[config.mk]
export PLATFORM = sky130hd
export DESIGN_NAME = if_fetch_ctrl
export DESIGN_NICKNAME = d
export VERILOG_FILES = /design/src/rtl/mips_pkg.sv /design/src/rtl/ifid_reg.sv /design/src/rtl/if_fetch_ctrl.sv
export SDC_FILE = /design/constraint.sdc
export NUM_CORES = 1
export LEC_CHECK = 0
export CORE_ASPECT_RATIO = 1.4
export CORE_MARGIN = 4
export CORE_UTILIZATION = 40
export CTS_CLUSTER_SIZE = 30
export DETAILED_ROUTE_END_ITERATION = 7
export PLACE_DENSITY_LB_ADDON = 0.2
export RECOVER_POWER = 25
export SLEW_MARGIN = 20
export SYNTH_ARGS = -nofsm -noshare
export SYNTH_HDL_FRONTEND = slang
export SYNTH_SLANG_ARGS = --single-unit
[constraint.sdc]
create_clock -name clk -period 1.97 [get_ports clk]
set_clock_uncertainty 0.05 [all_clocks]
set_input_delay 0.2955 -clock clk [delete_from_list [all_inputs] [get_ports clk]]
set_output_delay 0.2955 -clock clk [all_outputs]
set_load 0.1 [all_outputs]
[src/rtl/mips_pkg.sv]
// Shared definitions for the MIPS fetch path: NOP encoding, fetch FSM states
// and the default reset PC.
package mips_pkg;

    localparam logic [31:0] NOP_INSTR        = 32'h0000_0000;
    localparam logic [31:0] PC_RESET_DEFAULT = 32'h0000_0000;

    typedef enum logic [1:0] {
        ST_HOLD  = 2'd0,
        ST_FETCH = 2'd1,
        ST_WAIT  = 2'd2
    } fetch_state_e;

endpackage

[src/rtl/ifid_reg.sv]
// IF/ID pipeline register: load-enable, bubble insertion, synchronous active-low reset.
// A bubble clears the instruction and valid bit but keeps the last PC+4.
module ifid_reg
    import mips_pkg::*;
#(
    parameter int ADDR_W = 32
) (
    input  logic              clk,
    input  logic              rst_n,
    input  logic              load_en,
    input  logic              bubble,
    input  logic [31:0]       instr,
    input  logic [ADDR_W-1:0] pc_plus4,
    output logic [31:0]       instr_q,
    output logic [ADDR_W-1:0] pc_plus4_q,
    output logic              valid_q
);

    // NOTE: reset is sampled on the clock edge (synchronous), and all state
    // is updated with non-blocking assignments so registers read old values.
    always_ff @(posedge clk) begin
        if (!rst_n) begin
            instr_q    <= NOP_INSTR;
            pc_plus4_q <= '0;
            valid_q    <= 1'b0;
        end else if (load_en) begin
            if (bubble) begin
                instr_q <= NOP_INSTR;
                valid_q <= 1'b0;
            end else begin
                instr_q    <= instr;
                pc_plus4_q <= pc_plus4;
                valid_q    <= 1'b1;
            end
        end
    end

endmodule

[src/rtl/if_fetch_ctrl.sv]
// Fetch controller: PC register, instruction-memory handshake, stall/redirect
// handling and the IF/ID register. Optional macro DELAY_SLOT_EN keeps the redirect-cycle word.
module if_fetch_ctrl
    import mips_pkg::*;
#(
    parameter int                ADDR_W   = 32,
    parameter logic [ADDR_W-1:0] PC_RESET = ADDR_W'(PC_RESET_DEFAULT)
) (
    input  logic              clk,
    input  logic              rst_n,
    input  logic              PCEn,
    input  logic              IF_ID_En,
    input  logic              Branch_Taken,
    input  logic [ADDR_W-1:0] Branch_Target,
    input  logic              Jump,
    input  logic [ADDR_W-1:0] Jump_Target,
    output logic              IMem_Req,
    output logic [ADDR_W-1:0] IMem_Addr,
    input  logic              IMem_Ready,
    input  logic [31:0]       IMem_Rdata,
    output logic [31:0]       Instr_ID,
    output logic [ADDR_W-1:0] PC_plus4_ID,
    output logic              Valid_ID,
    output logic              Fetch_Stall
);

    localparam logic [ADDR_W-1:0] ALIGN_MASK = ~ADDR_W'(3);

    fetch_state_e      state;
    logic [ADDR_W-1:0] pc_q;
    logic [ADDR_W-1:0] pc_d;
    logic [ADDR_W-1:0] pc_plus4;
    logic              pending;
    logic              pending_d;
    logic [ADDR_W-1:0] pending_target;
    logic [ADDR_W-1:0] pending_target_d;
    logic              redirect;
    logic [ADDR_W-1:0] redir_target;
    logic              data_valid;
    logic              ifid_bubble;

    // Redirects only count while the PC may move; stalled ID operands are stale.
    assign redirect     = PCEn && (Branch_Taken || Jump);
    assign redir_target = (Branch_Taken ? Branch_Target : Jump_Target) & ALIGN_MASK;
    assign pc_plus4     = pc_q + ADDR_W'(4);
    assign data_valid   = (state != ST_HOLD) && IMem_Ready;
    assign IMem_Addr    = pc_q;

    always_ff @(posedge clk) begin
        if (!rst_n) begin
            state       <= ST_HOLD;
            IMem_Req    <= 1'b0;
            Fetch_Stall <= 1'b0;
        end else begin
            case (state)
                ST_HOLD: begin
                    state       <= ST_FETCH;
                    IMem_Req    <= 1'b1;
                    Fetch_Stall <= 1'b0;
                end
                ST_FETCH, ST_WAIT: begin
                    IMem_Req <= 1'b1;
                    if (IMem_Ready) begin
                        state       <= ST_FETCH;
                        Fetch_Stall <= 1'b0;
                    end else begin
                        state       <= ST_WAIT;
                        Fetch_Stall <= 1'b1;
                    end
                end
                default: begin
                    state       <= ST_HOLD;
                    IMem_Req    <= 1'b0;
                    Fetch_Stall <= 1'b0;
                end
            endcase
        end
    end

    // NOTE: every combinational output gets a default first so no path
    // through the block leaves it unassigned (which would infer a latch).
    always_comb begin
        pc_d             = pc_q;
        pending_d        = pending;
        pending_target_d = pending_target;
        if (data_valid) begin
            if (pending) begin
                // Word arriving after a latched redirect is on the wrong path.
                pc_d      = redirect ? redir_target : pending_target;
                pending_d = 1'b0;
            end else if (redirect) begin
                pc_d = redir_target;
            end else if (PCEn) begin
                pc_d = pc_plus4;
            end
        end else if (redirect) begin
            pending_d        = 1'b1;
            pending_target_d = redir_target;
        end
    end

    always_ff @(posedge clk) begin
        if (!rst_n) begin
            pc_q           <= PC_RESET & ALIGN_MASK;
            pending        <= 1'b0;
            pending_target <= '0;
        end else begin
            pc_q           <= pc_d;
            pending        <= pending_d;
            pending_target <= pending_target_d;
        end
    end

    // A real word enters IF/ID only when it arrived, is on the right path and
    // the PC advances past it (a held PC refetches the same word).
    always_comb begin
        ifid_bubble = 1'b1;
        if (data_valid && !pending && PCEn) begin
`ifdef DELAY_SLOT_EN
            ifid_bubble = 1'b0;
`else
            ifid_bubble = redirect;
`endif
        end
    end

    ifid_reg #(
        .ADDR_W (ADDR_W)
    ) u_ifid_reg (
        .clk        (clk),
        .rst_n      (rst_n),
        .load_en    (IF_ID_En),
        .bubble     (ifid_bubble),
        .instr      (IMem_Rdata),
        .pc_plus4   (pc_plus4),
        .instr_q    (Instr_ID),
        .pc_plus4_q (PC_plus4_ID),
        .valid_q    (Valid_ID)
    );

endmodule

* Word-level counts from Yosys, hierarchy flattened
Index checks and enable logic that the tools add are counted.
** Cells by class
- Add/subtract/negate cells :: 1
- Eq/ne operators :: 2
- Multiplexer cells :: 12
- Bitwise operators :: 2
- Reduce and logical (&&, ||, !) cells :: 15
** Operators by type and width (number)
- 32-bit 2-to-1 mux :: 6
- 32-bit by 3-bit adder with 32-bit output, second input constant :: 1
- 2-bit AND reduction :: 3
- 1-bit logical AND :: 4
- 1-bit 2-to-1 mux :: 4
- 2-bit case mux with 2 select lines :: 1
- 2-bit OR reduction :: 2
- 3-bit nonzero test :: 1
- 3-bit OR reduction :: 1
- 2-bit by 1-bit == test with 1-bit output, second input constant :: 1
- 2-bit == test, second input constant :: 1
- 2-bit zero test :: 1
- 2-bit 2-to-1 mux :: 1
- 1-bit NOT :: 2
- 2-bit nonzero test :: 1
- 1-bit zero test :: 1
- 1-bit logical OR :: 1
** Word-level totals
- Bits in registers :: 134
- Input bits :: 103
- Output and inout bits :: 99
- Logic and storage cells :: 41

* Longest topological paths before layout
- Depth after elaboration :: 7
- Mapped depth :: 10
- Gate-level depth less buffers :: 7

* Cells and area by module
A second synthesis with hierarchy kept.
** Unflattened totals
- Cell total of the unflattened synthesis :: 817
- Area, all modules :: 6850.3 µm²
** Modules (own cells, without submodules)
- if_fetch_ctrl :: times used 1, cells each 532, area an instance 4279.1 µm², sequential area each 1381.3 µm²
- ifid_reg :: times used 1, cells each 285, area an instance 2571.2 µm², sequential area each 1301.2 µm²

* Worst setup path before layout
OpenSTA, ideal clock, no wires.
- Kind :: reg2reg
- Start point :: register pc_q[5] (netlist: IMem_Addr[5])
- End point :: register pc_q[27] (netlist: IMem_Addr[27])
- Library setup time :: 0.127 ns
- Data arrival time :: 2.443 ns
- Data required time :: 1.793 ns
- Path slack :: -0.650 ns
- Cell stages (with the launch flop) :: 7
- Path buffers :: 1
- Period minus slack after synthesis :: 2.620 ns
- Path through :: dfxtp_1 -> buf_2 -> nand4_4 -> nor4_4 -> nand3_2 -> and4_4 -> or3_1
** On the way
- Longest elaborated chain between the ends :: 4
** RTL lines
- start: declaration :: line if_fetch_ctrl.sv:30 : logic [ADDR_W-1:0] pc_q;
- start signal: assignment :: line if_fetch_ctrl.sv:104 : pc_q <= PC_RESET & ALIGN_MASK;
- start signal: assignment :: line if_fetch_ctrl.sv:108 : pc_q <= pc_d;
- 32-bit by 3-bit adder with 32-bit output :: line if_fetch_ctrl.sv:45 : assign pc_plus4 = pc_q + ADDR_W'(4);
- 32-bit 2-to-1 mux :: line if_fetch_ctrl.sv:93 : end else if (PCEn) begin
- 32-bit 2-to-1 mux :: line if_fetch_ctrl.sv:91 : end else if (redirect) begin
- 32-bit 2-to-1 mux :: line if_fetch_ctrl.sv:87 : if (pending) begin
Every way passes these cells. The select of a mux whose other input is x is not followed.
A chain may end at the register's enable or synchronous reset.

* Worst setup path in the final report
- Start point :: register state[0]
- End point :: register u_ifid_reg.pc_plus4_q[27]
** On the way
- Longest elaborated chain between the ends :: 7
** RTL lines
- start: declaration :: line if_fetch_ctrl.sv:29 : fetch_state_e state;
- start signal: assignment :: line if_fetch_ctrl.sv:51 : state <= ST_HOLD;
- start signal: assignment :: line if_fetch_ctrl.sv:57 : state <= ST_FETCH;
- start signal: assignment :: line if_fetch_ctrl.sv:64 : state <= ST_FETCH;
- 2-bit nonzero test :: line if_fetch_ctrl.sv:46 : assign data_valid = (state != ST_HOLD) && IMem_Ready;
- 1-bit logical AND :: line if_fetch_ctrl.sv:46
- 1-bit logical AND (2 in a row) :: line if_fetch_ctrl.sv:118 : if (data_valid && !pending && PCEn) begin
- 1-bit 2-to-1 mux :: line if_fetch_ctrl.sv:118
- 1-bit NOT (no source line)
- 2-bit AND reduction (no source line)
- end signal: assignment :: line ifid_reg.sv:32 : pc_plus4_q <= pc_plus4;
- end: declaration :: line ifid_reg.sv:15 : output logic [ADDR_W-1:0] pc_plus4_q,
Every way passes these cells.

==> out/summary.md <==
The flow ran to the end, and the final reports show no timing, DRC or antenna violations. The share of total power consumed by net switching is 0.2941, and the count of final hold-check violations is 0. In the routed design, unresolved DRC markers number 0. Among all flip-flop cells after synthesis, the most frequent one is sky130_fd_sc_hd__dfxtp_1.

The final layout contains 1086 nets. The Yosys step of the flow raised 0 warnings. The startpoint identified for the worst hold timing path is u_ifid_reg.pc_plus4_q[2]. The most used standard cell by instance count after synthesis is sky130_fd_sc_hd__dfxtp_1.

The power spent charging and discharging nets is 0.002242 W. Clock tree synthesis selected as its root buffer the cell sky130_fd_sc_hd__clkbuf_16. The horizontal extent of the die came out at 114.5 um. Setup repair after global routing left no endpoint under its margin.

The logs give 5931 for the number of global-route vias before repair and 17 for the number of CTS-inserted buffers. After the first detailed-routing iteration, the DRC count stood at 399. Hold is met by 0.4023 ns. The logs give 4 for the H-tree level count and 0.8476 for the global placement routability congestion. By count the netlist is led by sky130_fd_sc_hd__dfxtp_1, sky130_fd_sc_hd__nor2_1, sky130_fd_sc_hd__a21oi_1. Relative to the synthesized area, the layout overhead comes to 46.21%. The relative slew slack was 0.5519; the total number of vias was 6347. Detailed placement finished with a half-perimeter wire length of 13930 um. In this run the count of I/O pins placed on the die edge is 202.

The minimum clock period after layout was 1.849 ns. The run gives 877 as the number of nets produced by synthesis. The floorplan step defined a die boundary enclosing 17980 um2. The ratio of cells with drive above 1 in the final layout was 0.2447; the CTS sink count was 134. The number of nets with antenna violations after detailed routing is 0, and the via density per instance is 5.338.

Entering global routing, the biggest net connects 47 pins. The clock network latency to the later pin of the worst-skew pair was 0.42 ns. The portion of total power attributed to the clock network is 0.432.

The initial antenna violation count is 0. The wire length of the first global-routing pass is 29870 um. For this design the static power due to leakage is 3.679 nW.

The post-route total power was 0.007625 W; the relative contribution of sequential cells to total power was 0.383. The total setup violations reported at the end of the flow was 0; the combinational group share of total power was 0.185. The run gives 0.005383 W as the internal power contribution. The tools report the kind of capture point of the worst setup path as a register. The kind of critical path is register to register. The region available for standard cell placement spans 15610 um2. The run gives 0 as the number of max-slew violations in the final report. The die is 157.1 um tall. The initialized floorplan defines 54 standard-cell rows.

The logs give 2 for the number of buffers on the longest clock path and 0.4068 for the initial core utilization. After detailed routing, the total wire length is 19070 um. The run gives 2.15 ns as the arrival time at the worst endpoint. Based on the critical path, the design can be clocked at up to 0.5408 GHz. Counting every instance in the synthesized netlist gives 771.

In the final routed layout, each cell accounts on average for 16.04 um. IR analysis of the VDD net gives a maximum drop of 0.4726 mV. The origin of the critical flop-to-flop path was state[0].

After synthesis, the mean cell area works out to 8.236 um2. The number of search-and-repair iterations in the first detailed-routing pass was 5. After clock tree synthesis, the clock-pin slew on the worst setup and hold paths is 0.06 ns. The min-delay analysis places its worst path in the category register to register.

The top cell type's share of synthesized area was 0.4225. The ratio of final minimum period to clock period was 0.9387. The worst path required time came out at 2.27 ns. At the pin with the least slew margin, the transition time is 0.6722 ns.

The sequential share of the synthesized area is 0.4225. By area the synthesized netlist is led by sky130_fd_sc_hd__dfxtp_1, sky130_fd_sc_hd__a21oi_1, sky130_fd_sc_hd__nor2_1. The worst setup path is launched from a register.

For this run the aggregate overflow at the end of global routing stands at 0. For the quantity of hold-fixing buffers added after cts, the log shows 0. The tools report the count of distinct cell types in the synthesized netlist as 59. The largest total area in the synthesized netlist belongs to sky130_fd_sc_hd__dfxtp_1. The total track usage is 0.2065. The number of synthesized register bits works out to 134.

The tools report the worst setup path startpoint as state[0]. The async set-or-reset flop fraction in the synthesized netlist was 0. TritonCTS built the clock tree.

In this run the power density over the cells is 821.4 nW/um2. For the post-layout utilization of the core, the log shows 0.5948. The run gives 0 as the total of max-cap violations. After synthesis the cells add up to 6350 um2.

The count of flip-flops with a built-in enable after synthesis was 0; the count of antenna diodes in the layout was 0. The biggest fanout along the worst timing path was 18; the number of input and output port buffers inserted was 197.
==> per-layer routing <==
layer | part of all wire | global-route usage
met5 | 0 | 0
met2 | 0.47 | 0.3375
met4 | 0.017 | 0.06735
met3 | 0.074 | 0.05385
met1 | 0.44 | 0.2649
==> per-stage QoR <==
stage / std cells / TNS [ns] / area, um2 / setup WS (ns)
after floorplan: 771 / 0 / 6474 / 0.002192
after global placement: 1153 / -3.268 / 8750 / -0.09322
after detailed placement: 1153 / -4.398 / 8750 / -0.1210
after CTS: 1185 / 0 / 9364 / 0.1005
after global routing: 1189 / 0 / 9284 / 0.0003213
final: 1189 / 0 / 9284 / 0.1208
==> worst max-delay path, cell delays in order, from the launching register on <==
cell	delay [ns]
sky130_fd_sc_hd__dfxtp_1	0.33
sky130_fd_sc_hd__inv_1	0.05
sky130_fd_sc_hd__ha_1	0.21
sky130_fd_sc_hd__nor2b_1	0.12
sky130_fd_sc_hd__buf_4	0.16
sky130_fd_sc_hd__nand3_2	0.11
sky130_fd_sc_hd__nor2_4	0.25
sky130_fd_sc_hd__buf_12	0.14
sky130_fd_sc_hd__clkbuf_16	0.16
sky130_fd_sc_hd__o21ai_0	0.09
sky130_fd_sc_hd__a21oi_1	0.12
==> area by class of cell <==
type,instances,area (um2)
multi-input combinational,558,3387
tap,196,245.2
clock inverter,12,135.1
inverter,7,27.53
clock buffer,20,479.2
sequential,134,2768
fill,1436,6324
timing repair buffer,262,2242
==> placed cells by master, fill, tap and decap left out, types with 17 or more instances in the layout <==
cell	instances
sky130_fd_sc_hd__mux2i_1	29
sky130_fd_sc_hd__dfxtp_1	108
sky130_fd_sc_hd__clkdlybuf4s50_1	97
sky130_fd_sc_hd__buf_4	98
sky130_fd_sc_hd__nand3_1	25
sky130_fd_sc_hd__xor2_1	17
sky130_fd_sc_hd__nor2_1	104
sky130_fd_sc_hd__dfxtp_4	21
sky130_fd_sc_hd__o21ai_0	45
sky130_fd_sc_hd__clkbuf_2	52
sky130_fd_sc_hd__a21oi_1	89
sky130_fd_sc_hd__a211oi_1	47
sky130_fd_sc_hd__nand2_1	37
sky130_fd_sc_hd__nor2b_1	34
sky130_fd_sc_hd__clkbuf_16	20
==> registers in the layout, summed over array words and instances (netlist names), 2 cells and up <==
signal / cells
IMem_Addr: 32
state: 2
u_ifid_reg.instr_q: 32
u_ifid_reg.pc_plus4_q: 32
pending_target: 32
==> cell families after synthesis <==
kind of cell,synth area share
and+or+nand+nor,0.2085
adders and majority gates,0.005912
xor gates and xnor gates,0.03724
AOI/OAI and AO/OA,0.2254
muxes,0.04749
DFF,0.4225
buffers and inverters,0.05300
==> power groups by stage <==
stage / Clock, W / Sequential (W) / Combinational, W
6_report: 0.00329 / 0.00292 / 0.00141
5_1_grt: 0.00346 / 0.00293 / 0.00151
4_1_cts: 0.00335 / 0.00292 / 0.00143
3_5_place_dp: 0 / 0.00298 / 0.00142
3_3_place_gp: 0 / 0.00297 / 0.00141
2_1_floorplan: 0 / 0.00334 / 0.000496
==> timing repair <==
| item | CTS | global route |
|---|---|---|
| resized for setup | 0 | 1 |
| buffers inserted | 0 | 3 |
| setup endpoints to repair | 0 | 3 |
==> path summary, 6_finish.rpt <==
kind	end	slack, ns	depth (start not counted)
worst max-delay path	u_ifid_reg.pc_plus4_q[27]	0.12	10
worst min-delay path	u_ifid_reg.pc_plus4_q[2]	0.40	2
worst max register to register	u_ifid_reg.pc_plus4_q[27]	0.12	10
worst min register to register	u_ifid_reg.pc_plus4_q[2]	0.40	2
No activity file was read; power rests on OpenSTA's default activity.
